--- src/rtl/vga_ball_ctrl_if.sv ---
// vga_ball_ctrl_if: Avalon-MM slave bus (chipselect, write, read, address[2:0], writedata[15:0], readdata[15:0])
interface vga_ball_ctrl_if;
    logic        chipselect;
    logic        write;
    logic        read;
    logic [2:0]  address;
    logic [15:0] writedata;
    logic [15:0] readdata;
    modport master (output chipselect, write, read, address, writedata, input readdata);
    modport slave (input chipselect, write, read, address, writedata, output readdata);
endinterface

--- src/rtl/vga_ball_ctrl.sv ---
// vga_ball_ctrl: frame-synchronous ball registers; ports clk50, reset, bus (Avalon slave), vga_vs_n, hpos, vpos, radius, irq
module vga_ball_ctrl #(
    parameter int HMAX    = 639,
    parameter int VMAX    = 479,
    parameter int RMAX    = 239,
    parameter int RESET_R = 16
) (
    input  logic              clk50,
    input  logic              reset,
    vga_ball_ctrl_if.slave    bus,
    input  logic              vga_vs_n,
    output logic [9:0]        hpos,
    output logic [8:0]        vpos,
    output logic [9:0]        radius,
    output logic              irq
);
    typedef enum logic [1:0] {IDLE, COMMIT, MOVE, DONE} state_t;
    localparam logic [11:0] HM = 12'(HMAX);
    localparam logic [11:0] VM = 12'(VMAX);
    localparam logic [9:0]  RM = 10'(RMAX);
    localparam logic [9:0]  RR = 10'(RESET_R);
    state_t      state, nxt;
    logic [9:0]  sh_h, sh_r;
    logic [8:0]  sh_v;
    logic [7:0]  dx, dy, dx_n, dy_n;
    logic        auto_en, ie, pending, irq_flag, vs_q, tick, wr, rd, sh_wr;
    logic [15:0] frames, rd_val;
    logic [11:0] cr, ch, cv, ch_hi, cv_hi, c_h, c_v;
    logic [11:0] rr, mh_hi, mv_hi, nh, nv, m_h, m_v;
    logic        h_hi, h_lo, v_hi, v_lo;
    function automatic logic [7:0] neg(input logic [7:0] v);
        return v == 8'h80 ? 8'h7f : ~v + 8'd1;
    endfunction
    assign tick  = vs_q & ~vga_vs_n;
    assign wr    = bus.chipselect & bus.write;
    assign rd    = bus.chipselect & bus.read;
    assign sh_wr = wr && bus.address <= 3'd2;
    assign irq   = irq_flag & ie;
    always_comb begin
        nxt = state == IDLE ? (tick ? COMMIT : IDLE) : state == COMMIT ? MOVE : state == MOVE ? DONE : IDLE;
    end
    always_ff @(posedge clk50) state <= reset ? IDLE : nxt;
    // commit clamp keeps the whole ball on screen using the incoming radius
    always_comb begin
        cr    = {2'b0, sh_r};
        ch    = {2'b0, sh_h};
        cv    = {3'b0, sh_v};
        ch_hi = HM - cr;
        cv_hi = VM - cr;
        c_h   = ch < cr ? cr : ch > ch_hi ? ch_hi : ch;
        c_v   = cv < cr ? cr : cv > cv_hi ? cv_hi : cv;
    end
    // motion step in 12-bit signed so a negative step below column 0 compares correctly
    always_comb begin
        rr    = {2'b0, radius};
        mh_hi = HM - rr;
        mv_hi = VM - rr;
        nh    = {2'b0, hpos} + {{4{dx[7]}}, dx};
        nv    = {3'b0, vpos} + {{4{dy[7]}}, dy};
        h_hi  = $signed(nh) > $signed(mh_hi);
        h_lo  = $signed(nh) < $signed(rr);
        v_hi  = $signed(nv) > $signed(mv_hi);
        v_lo  = $signed(nv) < $signed(rr);
        m_h   = h_hi ? mh_hi : h_lo ? rr : nh;
        m_v   = v_hi ? mv_hi : v_lo ? rr : nv;
        dx_n  = h_hi | h_lo ? neg(dx) : dx;
        dy_n  = v_hi | v_lo ? neg(dy) : dy;
    end
    always_comb begin
        rd_val = bus.address == 3'd0 ? {6'b0, sh_h} :
                 bus.address == 3'd1 ? {7'b0, sh_v} :
                 bus.address == 3'd2 ? {6'b0, sh_r} :
                 bus.address == 3'd3 ? {14'b0, ie, auto_en} :
                 bus.address == 3'd4 ? {dy, dx} :
                 bus.address == 3'd5 ? {14'b0, irq_flag, pending} :
                 bus.address == 3'd6 ? frames : 16'h0;
    end
    always_ff @(posedge clk50) begin
        if (reset) begin
            hpos <= 10'd320;
            vpos <= 9'd240;
            radius <= RR;
            sh_h <= 10'd320;
            sh_v <= 9'd240;
            sh_r <= RR;
            dx <= '0;
            dy <= '0;
            auto_en <= 1'b0;
            ie <= 1'b0;
            pending <= 1'b0;
            irq_flag <= 1'b0;
            frames <= '0;
            bus.readdata <= '0;
            vs_q <= 1'b1;
        end else begin
            vs_q <= vga_vs_n;
            if (state == COMMIT && pending) begin
                radius <= sh_r;
                hpos <= c_h[9:0];
                vpos <= c_v[8:0];
            end
            if (state == MOVE && auto_en) begin
                hpos <= m_h[9:0];
                vpos <= m_v[8:0];
                dx <= dx_n;
                dy <= dy_n;
            end
            if (state == DONE) frames <= frames + 16'd1;
            // a shadow write in the COMMIT cycle re-arms pending for the next frame
            pending <= sh_wr | (pending & state != COMMIT);
            // DONE sets the flag after the clear so a same-cycle clear loses
            irq_flag <= state == DONE | (irq_flag & ~(wr && bus.address == 3'd5 && bus.writedata[1]));
            if (wr && bus.address == 3'd0) sh_h <= bus.writedata[9:0];
            if (wr && bus.address == 3'd1) sh_v <= bus.writedata[8:0];
            if (wr && bus.address == 3'd2) sh_r <= bus.writedata[9:0] > RM ? RM : bus.writedata[9:0];
            if (wr && bus.address == 3'd3) {ie, auto_en} <= bus.writedata[1:0];
            // placed after the motion update so a software velocity write wins
            if (wr && bus.address == 3'd4) {dy, dx} <= bus.writedata;
            if (rd) bus.readdata <= rd_val;
        end
    end
endmodule

--- src/flat_wrapper.sv ---
// flat-port wrapper written by rule: the top's interface ports become plain ports
module vga_ball_ctrl_flat 
#(
    parameter int HMAX    = 639,
    parameter int VMAX    = 479,
    parameter int RMAX    = 239,
    parameter int RESET_R = 16
)
  (clk50, reset, vga_vs_n, hpos, vpos, radius, irq, bus_chipselect, bus_write, bus_read, bus_address, bus_writedata, bus_readdata);
  vga_ball_ctrl_if bus_i ();
  input  logic clk50;
  input  logic reset;
  input  logic vga_vs_n;
  output logic [9:0] hpos;
  output logic [8:0] vpos;
  output logic [9:0] radius;
  output logic irq;
  input wire logic [$bits(bus_i.chipselect)-1:0] bus_chipselect;
  input wire logic [$bits(bus_i.write)-1:0] bus_write;
  input wire logic [$bits(bus_i.read)-1:0] bus_read;
  input wire logic [$bits(bus_i.address)-1:0] bus_address;
  input wire logic [$bits(bus_i.writedata)-1:0] bus_writedata;
  output wire logic [$bits(bus_i.readdata)-1:0] bus_readdata;
  assign bus_i.chipselect = bus_chipselect;
  assign bus_i.write = bus_write;
  assign bus_i.read = bus_read;
  assign bus_i.address = bus_address;
  assign bus_i.writedata = bus_writedata;
  assign bus_readdata = bus_i.readdata;
  vga_ball_ctrl #(.HMAX(HMAX), .VMAX(VMAX), .RMAX(RMAX), .RESET_R(RESET_R)) u_core (.clk50(clk50), .reset(reset), .bus(bus_i), .vga_vs_n(vga_vs_n), .hpos(hpos), .vpos(vpos), .radius(radius), .irq(irq));
endmodule
--- config.mk ---
export PLATFORM = sky130hd
export DESIGN_NAME = vga_ball_ctrl_flat
export DESIGN_NICKNAME = d
export VERILOG_FILES = /design/src/rtl/vga_ball_ctrl_if.sv /design/src/rtl/vga_ball_ctrl.sv /design/src/flat_wrapper.sv
export SDC_FILE = /design/constraint.sdc
export NUM_CORES = 1
export LEC_CHECK = 0
export BUFFER_PORTS_ARGS = -buffer_cell sky130_fd_sc_hd__clkbuf_2
export CORE_MARGIN = 8
export CORE_UTILIZATION = 38
export DETAILED_ROUTE_END_ITERATION = 7
export SLEW_MARGIN = 10
export SYNTH_ARGS = -nofsm -noshare
export SYNTH_HDL_FRONTEND = slang
export SYNTH_SLANG_ARGS = --single-unit
--- constraint.sdc ---
create_clock -name clk50 -period 8.55 [get_ports clk50]
set_input_delay 0 -clock clk50 [delete_from_list [all_inputs] [get_ports clk50]]
set_output_delay 0 -clock clk50 [all_outputs]
set_load 0.1 [all_outputs]
## Yosys cells after proc, flatten, opt, wreduce, memory -nomap -nowiden

Cells that the tools add are included.

| operators by class | value |
|---|---|
| mux-type cells | 32 |
| $add $sub $neg | 9 |
| reductions and logical operators | 18 |
| bitwise logic cells | 14 |
| equality and inequality tests | 12 |
| magnitude comparators | 10 |

Operators by type and width:

| kind | number |
|---|---|
| 16-bit 2-to-1 mux | 7 |
| 10-bit 2-to-1 mux | 7 |
| 8-bit 2-to-1 mux | 8 |
| 9-bit 2-to-1 mux | 6 |
| 10-bit by 10-bit subtractor with 11-bit output, first input constant | 2 |
| 9-bit by 10-bit subtractor with 11-bit output, first input constant | 2 |
| 16-bit by 1-bit adder with 16-bit output, second input constant | 1 |
| 8-bit by 1-bit adder with 8-bit output, second input constant | 2 |
| 8-bit equality test, second input constant | 2 |
| 8-bit NOT | 2 |
| 11-bit by 8-bit adder with 12-bit output | 1 |
| 10-bit by 12-bit greater-than comparator with 1-bit output | 1 |
| 12-bit by 11-bit greater-than comparator with 1-bit output | 1 |
| 9-bit by 12-bit greater-than comparator with 1-bit output | 1 |
| 12-bit by 11-bit < comparator with 1-bit output | 1 |
| 10-bit by 8-bit adder with 11-bit output | 1 |
| 11-bit greater-than comparator | 1 |
| 11-bit < comparator | 1 |
| 10-bit by 8-bit greater-than comparator with 1-bit output, second input constant | 1 |
| 1-bit logical AND | 10 |
| 10-bit < comparator | 1 |
| 9-bit by 10-bit < comparator with 1-bit output | 1 |
| 3-bit equality test, second input constant | 3 |
| 2-bit nonzero test | 4 |
| other kinds (14) | 28 |

| storage, ports and cells | value |
|---|---|
| bits in registers | 113 |
| logic and storage cells | 111 |
| output and inout bits | 46 |
| input bits | 25 |

## Logic depth before layout (Yosys ltp)

Gate-level depths: netlist of the first run.

| depth | value |
|---|---|
| word-level depth | 8 |
| gate-level depth with buffers | 19 |
| depth with buffers taken out | 18 |

## Worst setup path after synthesis of the first run

No wires, ideal clock.

| timing path | value |
|---|---|
| path type | reg-to-reg |
| from | register u_core.vpos[0] |
| to | register u_core.dy[2] |
| data arrival time | 4.765 ns |
| buffers on the path | 1 |
| setup slack | 3.663 ns |
| stages on the path, launching flop included | 18 |
| setup time | 0.122 ns |
| data required time | 8.428 ns |
| clock period less this slack | 4.887 ns |
| path through | dfxtp_1 -> ha_1 -> fa_1 -> a21o_1 -> a311o_1 -> a21oi_1 -> xnor2_1 -> ha_1 -> and3b_1 -> a221oi_1 -> a21oi_1 -> a211o_1 -> maj3_2 -> or3b_1 -> buf_2 -> a21oi_4 -> nor2_1 -> o311a_1 |

| between the ends | value |
|---|---|
| longest elaborated chain between the ends | 5 |
| elaborated cells on any way between the ends | 6 |
| those cells by class | add/sub: 1; order compare: 2; bitwise: 1; reduce/logical: 2 |

RTL lines:

| item | RTL line | source |
|---|---|---|
| start: declaration | vga_ball_ctrl.sv:13 | `output logic [8:0] vpos,` |
| start signal: assignment | vga_ball_ctrl.sv:100 | `vpos <= c_v[8:0];` |
| start signal: assignment | vga_ball_ctrl.sv:104 | `vpos <= m_v[8:0];` |
| 10-bit by 8-bit adder with 11-bit output * | vga_ball_ctrl.sv:59 | `nv = {3'b0, vpos} + {{4{dy[7]}}, dy};` |
| 11-bit greater-than comparator or 11-bit < comparator (tied branches) | vga_ball_ctrl.sv:62, vga_ball_ctrl.sv:63 |  |
| 1-bit bitwise OR * | vga_ball_ctrl.sv:67 | `dy_n = v_hi \| v_lo ? neg(dy) : dy;` |
| 2-bit nonzero test (no line) * | -- |  |
| 2-bit AND reduction (no line) * | -- |  |
| end signal: assignment | vga_ball_ctrl.sv:106 | `dy <= dy_n;` |
| end signal: assignment | vga_ball_ctrl.sv:118 | `if (wr && bus.address == 3'd4) {dy, dx} <= bus.writedata;` |
| end: declaration | vga_ball_ctrl.sv:25 | `logic [7:0] dx, dy, dx_n, dy_n;` |

Mark *: on every way between the ends. The rest lies on a longest branch, timed or not.
A chain may end at the register's enable or synchronous reset.

## Final worst setup path of the first run

| timing path | value |
|---|---|
| from | register u_core.dy[0] |
| to | register u_core.dy[7] |

| between the ends | value |
|---|---|
| longest elaborated chain between the ends | 6 |
| elaborated cells on any way between the ends | 13 |
| those cells by class | add/sub: 2; order compare: 2; eq/ne: 1; mux: 4; bitwise: 2; reduce/logical: 2 |

RTL lines:

| item |
|---|
| branches (longest 6 deep; another with 10-bit by 8-bit adder with 11-bit output) |

Parallel ways; which one is timed is not known. The select of a mux whose other input is x is not followed.

==> flow_summary.ini, run 1 <==
[synthesis]
mappedNetlistNets = 1241
synthCells = 1104
synth.distinct_cells = 84
synth_seq_area_share = 0.251
ys_top_cells_by_area = dfxtp_1 (25%), ha_1 (15%), nand2_1 (4.8%), a21oi_1 (4.7%), nor2_1 (4.2%)
synth-edff-count = 0
yosysMostFrequentCell = nand2_1
synthArstFlopShare = 0
avgSynthCellArea_um2 = 8.16
yosys_warnings = 0
netlist_area_mm2 = 0.00901
synth_common_cells = nand2_1 (115), dfxtp_1 (113), ha_1 (110)
synth_top_area_cell = dfxtp_1
ys_dominant_reg_cell = dfxtp_1
synth_seq_cells = 113
yosysTopAreaCellShare = 0.251

[sta]
finalSetupTns_ps = 0
setup_viol = 0
worst-slew-pin-transition_ps = 1070
max_freq_mhz = 190
worst_slack_ps = 3300
max-slew-margin-rel = 0.282
rsz0062_at_grt = false
maxSlewViolCount = 0
period_share = 0.614
min_period_ps = 5250
fin_worst_skew_ps = 10.0
final_hold_viol_count = 0

[placed_design]
place_ws_ps = 3760
place_hpwl_mm = 22.2
io_buffers = 70
gp_congestion = 0.845

[detailed_routing]
viasPerCell = 5.77
first_pass_iters = 5
ant_nets = 0
vias = 8630
routed_wl_mm = 29.7
drtIter0Drc = 692
wire_per_inst_um = 19.9
drc_errors = 0

[floorplan]
ios = 71
rows = 56
dieHeight_um = 170
initial_utilization = 0.385
dieArea_mm2 = 0.0289
die_x_um = 170
coreArea_mm2 = 0.0234

[cts]
cts.sinks = 113
clk_pin_slew_worst_paths_ps = 50
cts.path.max_buffers = 2
cts.repair.resized = 0
cts_tree = done
cts_made_buffers = 17
clk_latency_ps = 420
cts_root_buffer = clkbuf_16
ctsHtreeMaxLevel = 4

[power]
leakage_nw = 4.32
vdd_drop_max_mv = 0.142
p_per_area_mw_per_mm2 = 140

[worst_setup_path]
r2r-end = u_core.dy[7]
crit_start = u_core.dy[0]
startpoint_type = register
endpoint = u_core.dy[7]
crit_slowest_cell = nor3b_1
required_ps = 8850
critPathMaxFanout = 10
crit_chain = ha_1 -> fa_1 -> a21o_1 -> a311o_1 -> a21oi_1 -> xnor2_1 -> ha_1 -> and3b_1 -> a221oi_1 -> a21oi_1 -> a211o_1 -> maj3_2 -> nor3b_1 -> o21ai_2 -> nand4_1 -> a31oi_1 -> dlygate4sd3_1
reg2reg_depth = 17
critPathCaptureType = register
reg2reg_slack_ps = 3300
worstSetupPathType = register to register
crit_cells = 17
path_buf_inv = 1
cp_top_family = compound AO/OA/AOI/OAI gates
slowest_delay_ps = 630
r2r_start = u_core.dy[0]
arrival_ps = 5550

[global_route]
grt_usage = 0.206
grt_pass1_wl_mm = 46.8
antenna_found_initial = 0
overflow = 0
grt_start_max_net_pins = 79
grt_pass1_vias = 8291

[min_path]
min_from = bus_write
min_path_type = primary input to register

[status]
status = complete, no violations

[final_layout]
syn_to_final_growth_pct = 15.6
utilization = 0.445
drive_above_1_share = 0.141
layout.nets = 1300
num_antenna_cells = 0

[job]
cap_violations = 0
-- worst min path at each step --
stage,endpoint,slack [ps],cells after the start
2_1_floorplan,u_core.vs_q,110,1
3_3_place_gp,u_core.vs_q,200,2
3_5_place_dp,u_core.vs_q,200,2
4_1_cts,u_core.pending,120,5
5_1_grt,u_core.pending,210,5
6_report,u_core.pending,120,5
-- timing repair --
action | CTS | global route
hold buffers | 19 | 0
setup buffers | 0 | 0
endpoints found under the hold margin | 45 | 0
-- layer usage --
metal  GRT usage  vias to the layer above  share of wire
met2       0.330                      262           0.45
met1       0.282                     4122           0.47
met5           0                        -              0
li1            -                     4203              -
met4      0.0652                        0          0.021
met3      0.0290                       43          0.052
-- cell usage in the layout, fill, tap and decap left out, types with 22 or more instances in the layout --
cell / instances
dfxtp_1: 113
nor2_1: 101
o211ai_1: 25
nor3_1: 24
nand3_1: 35
ha_1: 110
clkbuf_2: 69
a21oi_1: 84
xnor2_1: 22
inv_1: 55
o21ai_0: 42
nand2_1: 115
mux2i_1: 27
-- report_power, final --
group	total [W]	switching (W)	internal [W]
combinational	0.000170	0.000113	0.0000572
sequential	0.000545	0.0000110	0.000534
clock	0.000750	0.000275	0.000475
-- final cells by class --
cell class | instances | area (um2)
well taps | 319 | 399
clock inverters | 12 | 155
clock buffers | 20 | 457
flip-flops and latches | 113 | 2260
fillers | 2370 | 13000
multi-input cells | 880 | 6350
inverters | 55 | 206
repair buffers | 96 | 596
-- registers in the layout, summed over array words and instances (netlist names), 9 cells and up --
register	flops
u_core.vpos	9
u_core.hpos	10
u_core.sh_r	10
u_core.frames	16
u_core.radius	10
u_core.sh_v	9
u_core.sh_h	10
u_core.bus.readdata	16
-- stage by stage --
step	hold slack, ps	area [um2]	total power (W)	instances
floorplan	107	9010	0.000672	1104
global placement	200	9620	0.000717	1444
detailed placement	201	9620	0.000718	1444
CTS	117	10400	0.00147	1495
global route	207	10400	0.00151	1495
finish	118	10400	0.00146	1495
-- worst reg2reg max path, delay by kind of cell, from the launching register on --
kind	cells	cell delay, ps
flops	1	330
compound gates	8	1800
buf+inv	1	550
simple gates	3	990
fa+ha+maj	4	1250
xor+xnor	1	220
-- cell families after synthesis --
| logic type | share of synthesized area |
|---|---|
| adders and majority gates | 0.158 |
| AOI/OAI and AO/OA | 0.253 |
| DFF | 0.251 |
| xor gates and xnor gates | 0.0350 |
| buffers and inverters | 0.0466 |
| and+or+nand+nor | 0.199 |
| muxes | 0.0575 |
Note: power is estimated with default switching activity, not from simulation.
==> run 2: changes to the inputs <==
--- a/config.mk
+++ b/config.mk
@@ -5,6 +5,7 @@
 export SDC_FILE = /design/constraint.sdc
 export NUM_CORES = 1
 export LEC_CHECK = 0
+export ABC_AREA = 1
 export BUFFER_PORTS_ARGS = -buffer_cell sky130_fd_sc_hd__clkbuf_2
 export CORE_MARGIN = 8
 export CORE_UTILIZATION = 38
==> constraint.sdc (replaced) <==
create_clock -name clk50 -period 4.9 [get_ports clk50]
set_input_delay 0 -clock clk50 [delete_from_list [all_inputs] [get_ports clk50]]
set_output_delay 0 -clock clk50 [all_outputs]
set_load 0.1 [all_outputs]
==> run 2 against run 1 <==
Effect of this change: setup slack got worse by 2000 ps; largest power group unchanged; utilization fell by 0.13 points; critical path depth grew 1; sequential cell count unchanged; synthesized area up 0.60%.
==> flow_summary.ini, run 2 <==
[floorplan]
die_x_um = 170
dieArea_mm2 = 0.0291
rows = 56
ios = 71
initial_utilization = 0.386
dieHeight_um = 170
coreArea_mm2 = 0.0235

[cts]
ctsHtreeMaxLevel = 4
cts_root_buffer = clkbuf_16
cts_made_buffers = 17
cts.sinks = 113
cts.path.max_buffers = 2
hold_buffers = 19
clk_pin_slew_worst_paths_ps = 60
clk_latency_ps = 420
cts_tree = done
cts_setup_buffers = 0
cts.repair.resized = 0

[sta]
max_freq_mhz = 274
setup_viol = 0
period_share = 0.744
min_period_ps = 3650
final_hold_viol_count = 0
fin_worst_skew_ps = 9.32
maxSlewViolCount = 0
worst_slack_ps = 1250
finalSetupTns_ps = 0
max-slew-margin-rel = 0.270
rsz0062_at_grt = false
worst-slew-pin-transition_ps = 1090

[final_layout]
top_regs = u_core.bus.readdata x16, u_core.frames x16
final_common_cell = nand2_1
syn_to_final_growth_pct = 15.0
instances_no_fill = 1751
num_antenna_cells = 0
drive_above_1_share = 0.101
layout.nets = 1556
layout_common_cells = nand2_1 (297), inv_1 (151), a21oi_1 (132)
fillCellCount = 2496
multi_input_area_mm2 = 0.00598
regArea_mm2 = 0.00226

[global_route]
grt_start_max_net_pins = 44
antenna_found_initial = 0
grt_usage = 0.207
grt_pass1_vias = 8674
overflow = 0
grt_pass1_wl_mm = 47.2

[placed_design]
gp_congestion = 0.933
place_ws_ps = 1320
io_buffers = 70
place_hpwl_mm = 23.2
dp_cells = 1700

[worst_setup_path]
critPathMaxFanout = 13
crit_slowest_cell = fa_1
arrival_ps = 3920
reg2reg_slack_ps = 1250
slowest_delay_ps = 410
crit_start = u_core.vpos[0]
r2r_start = u_core.vpos[0]
cp_top_family = simple AND/OR/NAND/NOR gates
critPathCaptureType = register
path_buf_inv = 0
r2r-end = u_core.dy[7]
worstSetupPathType = register to register
crit_chain = ha_1 -> fa_1 -> nand3_1 -> nand2_1 -> a21oi_1 -> nor2_1 -> nor2_1 -> xnor2_1 -> ha_1 -> nand2_1 -> nor3_1 -> nand4_1 -> nor2_1 -> nand4_2 -> nand3_2 -> nand3_2 -> nand3_1 -> a21oi_1
endpoint = u_core.dy[7]
crit_cells = 18
crit_top_cell = nor2_1
startpoint_type = register
required_ps = 5180
reg2reg_depth = 18

[synthesis]
synth_seq_area_share = 0.250
yosysMostFrequentCell = nand2_1
yosys_warnings = 0
yosysTopAreaCellShare = 0.250
synth.distinct_cells = 49
avgSynthCellArea_um2 = 6.71
synth_common_cells = nand2_1 (297), inv_1 (151), a21oi_1 (132)
ys_dominant_reg_cell = dfxtp_1
netlist_area_mm2 = 0.00907
synth-edff-count = 0
ys_top_cells_by_area = dfxtp_1 (25%), ha_1 (15%), nand2_1 (12%), a21oi_1 (7.3%), inv_1 (6.3%)
synth_top_area_cell = dfxtp_1
synthArstFlopShare = 0
synthCells = 1351
synth_seq_cells = 113
mappedNetlistNets = 1488

[power]
p_per_area_mw_per_mm2 = 251
p_total_w = 0.00262
vdd_drop_max_mv = 0.249
leakage_nw = 4.85

[job]
cap_violations = 0

[detailed_routing]
first_pass_iters = 5
viasPerCell = 5.28
drtIter0Drc = 778
vias = 9249
drc_errors = 0
wire_per_inst_um = 17.1
routed_wl_mm = 30.0
ant_nets = 0

[min_path]
min_path_type = primary input to register

[status]
status = complete, no violations
run 2: cell count changes in the layout (fill, tap and decap cells not counted), sizes merged, moves of 13 or more:
cell | previous run | this run
o21ai | 47 | 113
a211oi | 21 | 1
nand2b | 16 | 0
nand2 | 116 | 304
inv | 58 | 160
nand3 | 35 | 96
xnor2 | 22 | 8
or3 | 13 | 0
mux2i | 27 | 0
a21oi | 86 | 133
a221oi | 17 | 1
run 2: metal layers:
| layer | vias to the layer above | global-route usage | share of wire |
|---|---|---|---|
| li1 | 4677 | - | - |
| met1 | 4212 | 0.276 | 0.47 |
| met2 | 308 | 0.330 | 0.45 |
| met3 | 52 | 0.0343 | 0.060 |
| met4 | 0 | 0.0767 | 0.027 |
| met5 | - | 0 | 0 |
run 2: logic make-up after synthesis:
family | share of synthesized area
simple gates | 0.279
compound gates | 0.193
buf+inv | 0.0914
flops | 0.250
fa+ha+maj | 0.156
xor+xnor | 0.0309
run 2: stage by stage:
| step | instance area, um2 | hold slack, ps | utilization |
|---|---|---|---|
| detailed placement | 9630 | 198 | 0.410 |
| global route | 10400 | 140 | 0.444 |
| finish | 10400 | 69.3 | 0.444 |
| global placement | 9630 | 192 | 0.410 |
| CTS | 10400 | 44.1 | 0.444 |
| floorplan | 9070 | 96.6 | - |
run 2: how the worst min path moves through the flow:
stage	start	to	slack (ps)	cells after the start
after CTS	bus_address[1]	u_core.auto_en	40	4
after global routing	bus_address[0]	u_core.bus.readdata[3]	140	5
final	bus_address[1]	u_core.auto_en	70	4
after global placement	vga_vs_n	u_core.vs_q	190	3
after detailed placement	vga_vs_n	u_core.vs_q	200	3
after floorplan	vga_vs_n	u_core.vs_q	100	2
run 2: report_power, final:
part	total [W]	internal [W]	switching (W)
clock network	0.00125	0.000791	0.000459
registers	0.000961	0.000936	0.0000249
logic	0.000405	0.000121	0.000284
run 2: worst min-delay path, stage by stage:
cell      delay, ps
clkbuf_2        120
nand2_1         110
nor3_1           80
a21oi_1         140
run 2: cell type report:
cell class,instances,area share
Multi-Input combinational cell,1031,0.573
Clock inverter,11,0.0125
Timing Repair Buffer,93,0.0547
Inverter,163,0.0589
Tap cell,319,0.0383
Sequential cell,113,0.217
Clock buffer,21,0.0451
